===== src/rtl/lcd_controller.sv =====
// HD44780-style character LCD controller: power-up init, character/command writes and line wrap.
// Define LCD_NEWLINE_EN to treat data byte 0x0A as a newline instead of a printed glyph.
module lcd_controller #(
    parameter int CLK_HZ     = 10_000_000,
    parameter int BUS_WIDTH  = 8,
    parameter int ROWS       = 2,
    parameter int COLS       = 16,
    parameter int POWERUP_US = 50000,
    parameter int CMD_US     = 50,
    parameter int CLEAR_US   = 2000,
    parameter int E_CYC      = 5
) (
    input  logic       clk,
    input  logic       rst_n,
    input  logic [7:0] char_data,
    input  logic       char_is_cmd,
    input  logic       char_valid,
    output logic       char_ready,
    output logic       init_done,
    output logic [7:0] lcd_data,
    output logic       lcd_rs,
    output logic       lcd_rw,
    output logic       lcd_e
);
    localparam int MHZ = CLK_HZ / 1_000_000;
    // The fixed 4100 us init wait shares the counter, so it also bounds the width.
    localparam int BIG_US  = (POWERUP_US > CLEAR_US) ? POWERUP_US : CLEAR_US;
    localparam int MAX_US  = (BIG_US > 4100) ? BIG_US : 4100;
    localparam int MAX_CYC = (MAX_US * MHZ > E_CYC) ? MAX_US * MHZ : E_CYC;
    localparam int CW      = $clog2(MAX_CYC + 1);

    localparam logic [CW-1:0] PWR_LIM   = CW'(POWERUP_US * MHZ - 1);
    localparam logic [CW-1:0] CMD_LIM   = CW'(CMD_US * MHZ - 1);
    localparam logic [CW-1:0] CLEAR_LIM = CW'(CLEAR_US * MHZ - 1);
    localparam logic [CW-1:0] W4100_LIM = CW'(4100 * MHZ - 1);
    localparam logic [CW-1:0] W100_LIM  = CW'(100 * MHZ - 1);
    localparam logic [CW-1:0] E_LIM     = CW'(E_CYC - 1);

    localparam logic [7:0] FUNC_SET  = ((BUS_WIDTH == 4) ? 8'h20 : 8'h30) | ((ROWS == 1) ? 8'h00 : 8'h08);
    localparam logic [3:0] INIT_END  = (BUS_WIDTH == 4) ? 4'd9 : 4'd8;
    localparam logic [5:0] COL_LAST  = 6'(COLS - 1);
    localparam logic [1:0] ROW_LAST  = 2'(ROWS - 1);

`ifdef LCD_NEWLINE_EN
    localparam bit NEWLINE_EN = 1'b1;
`else
    localparam bit NEWLINE_EN = 1'b0;
`endif

    localparam logic [2:0] PWR_WAIT  = 3'd0;
    localparam logic [2:0] INIT      = 3'd1;
    localparam logic [2:0] IDLE      = 3'd2;
    localparam logic [2:0] WRAP      = 3'd3;
    localparam logic [2:0] SETUP     = 3'd4;
    localparam logic [2:0] E_HIGH    = 3'd5;
    localparam logic [2:0] E_HOLD    = 3'd6;
    localparam logic [2:0] EXEC_WAIT = 3'd7;

    logic [2:0]    state;
    logic [CW-1:0] cnt;
    logic [CW-1:0] wait_lim;
    logic [3:0]    init_step;
    logic [3:0]    init_k;
    logic [3:0]    tx_low;
    logic          low_pending;
    logic          is_data;
    logic [1:0]    row;
    logic [1:0]    next_row;
    logic [5:0]    col;
    logic [7:0]    row_base;
    logic [7:0]    init_byte;
    logic [CW-1:0] init_wait;
    logic          init_single;
    logic          accept;
    logic          is_clear;
    logic          is_newline;
    logic          launch;
    logic [7:0]    l_byte;
    logic          l_rs;
    logic [CW-1:0] l_wait;
    logic          l_single;

    assign char_ready = (state == IDLE) && init_done;
    assign lcd_rw     = 1'b0;
    assign accept     = char_valid && char_ready;
    assign is_clear   = char_is_cmd && ((char_data == 8'h01) || (char_data == 8'h02));
    assign is_newline = NEWLINE_EN && !char_is_cmd && (char_data == 8'h0A);
    assign next_row   = (row == ROW_LAST) ? 2'd0 : row + 2'd1;

    // The 8-bit build skips the lone 0x20 nibble by stepping over table slot 3.
    always_comb begin
        init_k = init_step;
        if (BUS_WIDTH != 4 && init_step >= 4'd3)
            init_k = init_step + 4'd1;
        init_byte   = 8'h30;
        init_wait   = CMD_LIM;
        init_single = 1'b0;
        case (init_k)
            4'd0: begin init_wait = W4100_LIM; init_single = 1'b1; end
            4'd1: begin init_wait = W100_LIM;  init_single = 1'b1; end
            4'd2: init_single = 1'b1;
            4'd3: begin init_byte = 8'h20; init_single = 1'b1; end
            4'd4: init_byte = FUNC_SET;
            4'd5: init_byte = 8'h08;
            4'd6: begin init_byte = 8'h01; init_wait = CLEAR_LIM; end
            4'd7: init_byte = 8'h06;
            default: init_byte = 8'h0C;
        endcase
    end

    always_comb begin
        case (row)
            2'd0:    row_base = 8'h00;
            2'd1:    row_base = 8'h40;
            2'd2:    row_base = 8'(COLS);
            default: row_base = 8'(64 + COLS);
        endcase
    end

    // Every state that starts a bus byte funnels through one launch request.
    always_comb begin
        launch   = 1'b0;
        l_byte   = char_data;
        l_rs     = 1'b0;
        l_wait   = CMD_LIM;
        l_single = 1'b0;
        case (state)
            INIT: if (init_step != INIT_END) begin
                launch   = 1'b1;
                l_byte   = init_byte;
                l_wait   = init_wait;
                l_single = init_single;
            end
            IDLE: if (accept && !is_newline) begin
                launch = 1'b1;
                l_rs   = !char_is_cmd;
                if (is_clear)
                    l_wait = CLEAR_LIM;
            end
            WRAP: begin
                launch = 1'b1;
                l_byte = 8'h80 | row_base;
            end
            default: ;
        endcase
    end

    always_ff @(posedge clk) begin
        if (!rst_n) begin
            state       <= PWR_WAIT;
            cnt         <= '0;
            wait_lim    <= '0;
            init_step   <= '0;
            tx_low      <= '0;
            low_pending <= 1'b0;
            is_data     <= 1'b0;
            row         <= '0;
            col         <= '0;
            init_done   <= 1'b0;
            lcd_data    <= '0;
            lcd_rs      <= 1'b0;
            lcd_e       <= 1'b0;
        end else begin
            case (state)
                PWR_WAIT:
                    if (cnt == PWR_LIM) begin
                        cnt   <= '0;
                        state <= INIT;
                    end else
                        cnt <= cnt + CW'(1);
                INIT:
                    if (init_step == INIT_END) begin
                        init_done <= 1'b1;
                        state     <= IDLE;
                    end else
                        init_step <= init_step + 4'd1;
                IDLE:
                    if (accept) begin
                        is_data <= !char_is_cmd;
                        if (is_clear) begin
                            row <= '0;
                            col <= '0;
                        end else if (is_newline) begin
                            col   <= '0;
                            row   <= next_row;
                            state <= WRAP;
                        end
                    end
                WRAP: is_data <= 1'b0;
                SETUP: begin
                    lcd_e <= 1'b1;
                    cnt   <= '0;
                    state <= E_HIGH;
                end
                E_HIGH:
                    if (cnt == E_LIM) begin
                        cnt   <= '0;
                        lcd_e <= 1'b0;
                        state <= E_HOLD;
                    end else
                        cnt <= cnt + CW'(1);
                E_HOLD:
                    if (cnt == E_LIM) begin
                        cnt <= '0;
                        if (low_pending) begin
                            lcd_data    <= {tx_low, 4'h0};
                            low_pending <= 1'b0;
                            state       <= SETUP;
                        end else
                            state <= EXEC_WAIT;
                    end else
                        cnt <= cnt + CW'(1);
                EXEC_WAIT:
                    if (cnt == wait_lim) begin
                        cnt <= '0;
                        if (!init_done)
                            state <= INIT;
                        else if (is_data && col == COL_LAST) begin
                            col   <= '0;
                            row   <= next_row;
                            state <= WRAP;
                        end else begin
                            if (is_data)
                                col <= col + 6'd1;
                            state <= IDLE;
                        end
                    end else
                        cnt <= cnt + CW'(1);
                default: state <= PWR_WAIT;
            endcase
            if (launch) begin
                lcd_data    <= (BUS_WIDTH == 4) ? {l_byte[7:4], 4'h0} : l_byte;
                lcd_rs      <= l_rs;
                tx_low      <= l_byte[3:0];
                low_pending <= (BUS_WIDTH == 4) && !l_single;
                wait_lim    <= l_wait;
                cnt         <= '0;
                state       <= SETUP;
            end
        end
    end
endmodule


===== config.mk =====
export PLATFORM = sky130hd
export DESIGN_NAME = lcd_controller
export DESIGN_NICKNAME = d
export VERILOG_FILES = /design/src/rtl/lcd_controller.sv
export SDC_FILE = /design/constraint.sdc
export NUM_CORES = 1
export LEC_CHECK = 0
export ABC_AREA = 1
export BUFFER_PORTS_ARGS = -buffer_cell sky130_fd_sc_hd__buf_2
export CORE_UTILIZATION = 35
export CTS_CLUSTER_DIAMETER = 50
export DETAILED_ROUTE_END_ITERATION = 10
export GPL_ROUTABILITY_DRIVEN = 0
export SLEW_MARGIN = 20
export SYNTH_ARGS = -nofsm -noshare
export SYNTH_HDL_FRONTEND = slang
export SYNTH_SLANG_ARGS = --single-unit

===== constraint.sdc =====
create_clock -name clk -period 2.4 [get_ports clk]
set_input_delay 0.48 -clock clk [delete_from_list [all_inputs] [get_ports clk]]
set_output_delay 0.48 -clock clk [all_outputs]
set_load 0.01 [all_outputs]

After elaboration in Yosys (flattened, before gate mapping)
Cells that the tools add are included.
{"block": "op_classes", "n_addsub": 4, "order_cmp": 1, "eq_ne": 39, "n_mux": 47, "n_bitwise": 2, "reduce_logical": 29}
{"operator": "19-bit two-way mux", "n": 4}
{"operator": "19-bit case mux with 4 select lines", "n": 1}
{"operator": "16-bit case mux with 3 select lines", "n": 1}
{"operator": "19-bit case mux with 2 select lines", "n": 1}
{"operator": "6-bit two-way mux", "n": 6}
{"operator": "6-bit case mux with 6 select lines", "n": 1}
{"operator": "15-bit two-way mux", "n": 2}
{"operator": "6-bit AND reduction", "n": 4}
{"operator": "7-bit case mux with 3 select lines", "n": 1}
{"operator": "19-bit by 1-bit adder with 19-bit output (second input constant)", "n": 1}
{"operator": "19-bit == test", "n": 1}
{"operator": "19-bit == test (second input constant)", "n": 1}
{"operator": "19-bit by 3-bit == test with 1-bit output (second input constant)", "n": 1}
{"operator": "3-bit two-way mux", "n": 6}
{"operator": "2-bit != test (second input constant)", "n": 9}
{"operator": "3-bit != test (second input constant)", "n": 6}
{"operator": "3-bit case mux with 6 select lines", "n": 1}
{"operator": "4-bit by 3-bit == test with 1-bit output (second input constant)", "n": 4}
{"operator": "8-bit two-way mux", "n": 2}
{"operator": "8-bit case mux with 2 select lines", "n": 1}
{"operator": "2-bit two-way mux", "n": 7}
{"operator": "3-bit == test (second input constant)", "n": 4}
{"operator": "6-bit case mux with 2 select lines", "n": 1}
{"operator": "2-bit nonzero test", "n": 5}
{"operator": "other kinds (34)", "n": 51}
{"block": "totals", "regBits": 65, "input_bits": 12, "out_inout_bits": 13, "word_cells": 134}

Logic depth before layout (Yosys ltp)
{"block": "logic_depth", "depth_word": 8, "ltp_mapped": 14, "ltp_nobuf": 13}

Worst setup path after synthesis
Ideal clock, no wire load.
{"block": "synth_timing", "kind": "flip-flop to flip-flop", "start": "register init_step[0]", "end": "register wait_lim[9]", "setup_time_ns": 0.079, "arrival_ns": 1.530, "required_ns": 2.321, "slack_ns": 0.792, "stages_incl_launch_ff": 12, "n_path_buf": 1, "synth_period_minus_slack_ns": 1.608, "path_cell_list": "dfxtp_1 inv_1 ha_1 nand2_1 nor2_1 nand2_4 nand2_4 nand2_4 nor2_8 inv_2 buf_6 o221ai_2"}
{"block": "synth_via", "elab_chain_cells": 6, "word_cells_on_any_way": 12, "cone_classes": "1 x add/sub; 1 x order compare; 3 x eq/ne; 6 x mux; 1 x reduce/logical"}
{"element": "from (decl)", "line_no": "62", "source": "logic [3:0] init_step;"}
{"element": "from (signal assigned)", "line_no": "176", "source": "init_step <= init_step + 4'd1;"}
{"element": "4-bit by 1-bit adder with 4-bit output or 4-bit by 2-bit greater-or-equal comparator with 1-bit output (tied branches)", "line_no": "94, 93"}
{"element": "4-bit two-way mux", "line_no": "93", "source": "if (BUS_WIDTH != 4 && init_step >= 4'd3)"}
{"element": "4-bit by 3-bit == test with 1-bit output (tied with other cells)", "line_no": "98", "source": "case (init_k)"}
{"element": "16-bit case mux with 3 select lines", "line_no": "98"}
{"element": "19-bit two-way mux", "line_no": "128", "source": "INIT: if (init_step != INIT_END) begin"}
{"element": "19-bit case mux with 2 select lines", "line_no": "127", "source": "case (state)"}
{"element": "to (signal assigned)", "line_no": "236", "source": "wait_lim <= l_wait;"}
{"element": "to (decl)", "line_no": "61", "source": "logic [CW-1:0] wait_lim;"}
Several ways; a longest one is shown, not always the timed one.
A chain may end at the register's enable or synchronous reset.

Worst setup path after layout
{"block": "layout_timing", "start": "register state[2]", "end": "register wait_lim[9]"}
{"block": "layout_via", "elab_chain_cells": 5, "word_cells_on_any_way": 9, "cone_classes": "3 x eq/ne; 4 x mux; 2 x reduce/logical"}
{"element": "from (decl)", "line_no": "59", "source": "logic [2:0] state;"}
{"element": "from (signal assigned)", "line_no": "150", "source": "state <= PWR_WAIT;"}
{"element": "from (signal assigned)", "line_no": "168", "source": "state <= INIT;"}
{"element": "from (signal assigned)", "line_no": "174", "source": "state <= IDLE;"}
{"element": "3-bit by 2-bit == test with 1-bit output", "line_no": "83, 127"}
{"element": "1-bit logical AND", "line_no": "83", "source": "assign char_ready = (state == IDLE) && init_done;"}
{"element": "1-bit logical AND", "line_no": "85", "source": "assign accept = char_valid && char_ready;"}
{"element": "1-bit two-way mux or 15-bit two-way mux (tied branches)", "line_no": "134", "source": "IDLE: if (accept && !is_newline) begin"}
{"element": "1-bit case mux with 3 select lines or 19-bit case mux with 2 select lines (tied branches)", "line_no": "127"}
Several ways; a longest one is shown, not always the timed one.

==> results.toml <==
[critical_path]
timing.reg2reg.setup_slack_ns = 0.36
timing.critical_path.max_delay_family = "simple AND/OR/NAND/NOR gates"
worstSetupStartpointType = "register"
reg2reg_to = "wait_lim[9]"
worstPathArrival_ns = 2.23
setup.worst_path.class = "register to register"
worst_r2r_path_depth = 8
cp_max_fo = 20
crit_path_max_incr_delay_ns = 0.48
cp_slowest_cell = "dfxtp_1"
worst-endpoint-required_ns = 2.59
end_kind = "register"
cell_seen_most_often_among_critical_path_stages = "nand2_2"
critical_path.reg2reg.startpoint = "state[2]"
cp_cell_sequence = "inv_4 > nand2_2 > nor3_4 > nand2_2 > nand2_4 > nor2_8 > inv_2 > o221ai_2"
buffering_stage_count_on_the_worst_path_with_inverters_included = 2

[synth]
ys_seq_area_share_pct = 29.6
post_synth_instance_area_um2 = 3650
dominantRegCellSynth = "dfxtp_1"
synth_enable_flop_cells = 0
ys_ff_latch = 54
yosys.cell_count.top_type = "nand2_1"
synthTopCellsByCount = "135 x nand2_1, 60 x inv_1, 56 x nor2_1, 54 x dfxtp_1, 48 x nand3_1"
netlist_instances = 547
area_share_of_the_largest_cell_type_after_synthesis_pct = 29.6
synth_warnings = 0
synth_nets = 564
ranking_of_synthesized_cells_by_area = "dfxtp_1 30%, nand2_1 14%, nand3_1 6.6%"
synth_cell_types = 43
postSynth.asyncResetShare_pct = 0
syn_area_per_cell_um2 = 6.68
synth_top_cell_by_area = "dfxtp_1"

[placement]
buffer_ports.inserted = 23
place_hpwl_um = 6970

[timing]
setup_viol_count_final = 0
fin_crit_ns = 2.04
skew_ns = 0.0179
timing_hold_violations_final = 0
achievable-frequency_mhz = 490
worstMarginPinSlew_ns = 0.603
slew-limit-headroom_pct = 59.7
timing.final.max_slew_violations = 0
finalSetupTns_ns = 0
finalCritPeriodShare_pct = 85.0
grt_setup_unrepaired = "false"

[floorplanning]
start_util_pct = 36.7
ios = 25
die_h_um = 104
die_area_um2 = 10800
placement_rows = 36
die_x_um = 104
coreArea_um2 = 9950

[detailed_routing]
drtPass1Iterations = 4
drt_first_iter_violations = 124
wirelength_um = 9210
routed_antenna_nets = 0
post_drt_via_cell_ratio = 4.97
wl_per_cell_um = 13.2
remaining_drc_errors = 0
vias_after_detailed_routing = 3469

[status]
status = "finished clean"

[global_routing]
pin_count_of_the_biggest_net_entering_global_routing = 21
antenna_violations_before_repair = 0
grt_overflow_total = 0
grt_use_total_pct = 18.1
first_global_vias = 3378
grt_pass1_wl_um = 16200

[power]
power_density_nw_per_um2 = 734
design_power_total_mw = 2.89
total_leakage_power_nw = 1.63
power_switching_mw = 1.28
power.clock.fraction_pct = 19.4
vdd_ir_drop_max_mv = 0.312
sequentialPowerShare_pct = 40.1
internal_power_mw = 1.62
combinationalPowerShare_pct = 40.5
power.share.switching_pct = 44.1

[clocking]
cts_root_buffer = "clkbuf_8"
post_cts.resized_instances = 0
h-tree-depth = 2
cts_inserted_buffers = 5
ctsHoldBuffers = 0
cts.clk_slew.worst_paths_ns = 0.12
postCtsSetupRepairBufs = 0
cts_tree = "built"
ctsLongestPathBuffers = 2
insertion_delay_to_the_later_sink_of_the_worst_skew_pair_ns = 0.32
number_of_clock_sinks_seen_by_cts = 54

[hold_path]
min_path_cells = 2
worst_hold_startpoint = "row[1]"
worstHoldPathType = "register to register"
hold_end = "row[1]"

[layout]
finish.utilization_pct = 39.6
area.growth.synth_to_final_pct = 7.95
multi_input_logic_area_um2 = 2160
final-seq-area_um2 = 1080
nets = 581
layout-drive-gt1-share_pct = 15.6
fillers = 1083
antenna_cells = 0

[flow_run]
cap_viol_max_count = 0
per-stage QoR:
step	area, um2	setup WS, ns	instances	hold slack, ns
floorplan	3650	0.792	547	0.417
finish	3940	0.361	698	0.462
global placement	3840	0.447	690	0.447
CTS	3940	0.343	698	0.459
detailed placement	3840	0.373	690	0.441
global route	3940	0.162	698	0.484
per-layer routing:
metal / vias up / part of all wire [%] / track usage (%)
li1: 1808 / - / -
met1: 1584 / 49 / 24.2
met2: 69 / 47 / 30.4
met3: 8 / 3.2 / 3.26
met4: 0 / 0.63 / 3.37
met5: - / 0 / 0
kinds of logic after synthesis:
logic type	after synthesis	synth area share, %
other	1	0.103
buffers and inverters	88	11.2
and+or+nand+nor	294	38.1
xor gates and xnor gates	19	4.56
DFF	54	29.6
adders and majority gates	5	1.71
AOI/OAI and AO/OA	86	14.8
power groups by stage:
| stage | clock network, mW | logic, mW | registers, mW |
|---|---|---|---|
| 2_1_floorplan | 0 | 0.934 | 1.13 |
| 3_3_place_gp | 0 | 1.16 | 1.17 |
| 3_5_place_dp | 0 | 1.18 | 1.18 |
| 4_1_cts | 0.588 | 1.19 | 1.16 |
| 5_1_grt | 0.616 | 1.33 | 1.18 |
| 6_report | 0.562 | 1.17 | 1.16 |
how the worst max path moves through the flow:
stage                       from     endpoint  cells after the start
finish                  state[2]  wait_lim[9]                      8
global route              cnt[4]       cnt[7]                     11
CTS                     state[2]  wait_lim[9]                      8
detailed placement      state[2]  wait_lim[9]                      8
global placement        state[2]  wait_lim[9]                      8
floorplan           init_step[0]  wait_lim[9]                     11
tightest hold or removal path, cell delays in order (launching register included):
cell and delay (ns):
dfxtp_1 0.32, inv_1 0.07, nor2_1 0.05
layout by cell type (no fill, tap or decap), drive strengths merged:
master	n
nand2	142
a22oi	1
inv	67
and2	1
a31oi	3
nor2	64
buf	31
xnor2	2
o221ai	2
nand3b	1
a21oi	45
xor2	17
a211oi	2
dfxtp	54
o21ai	30
nor3	14
conb	1
nand4	18
o41ai	1
o211ai	1
or2	1
nand3	51
ha	5
a31o	1
clkbuf	5
clkinv	3
nor4	2
area by class of cell:
class	instances	area share, %
inverters	67	6.57
repair buffers	31	4.44
clock inverters	3	0.730
flip-flops and latches	54	27.4
well taps	133	4.22
multi-input cells	405	54.9
clock buffers	5	1.75
registers in the layout (all words and copies together), names as in the netlist, 2 cells and up:
name,flops
cnt,19
lcd_data,8
wait_lim,8
col,6
init_step,4
row,2
state,3
Note: power is estimated with default switching activity, not from simulation.
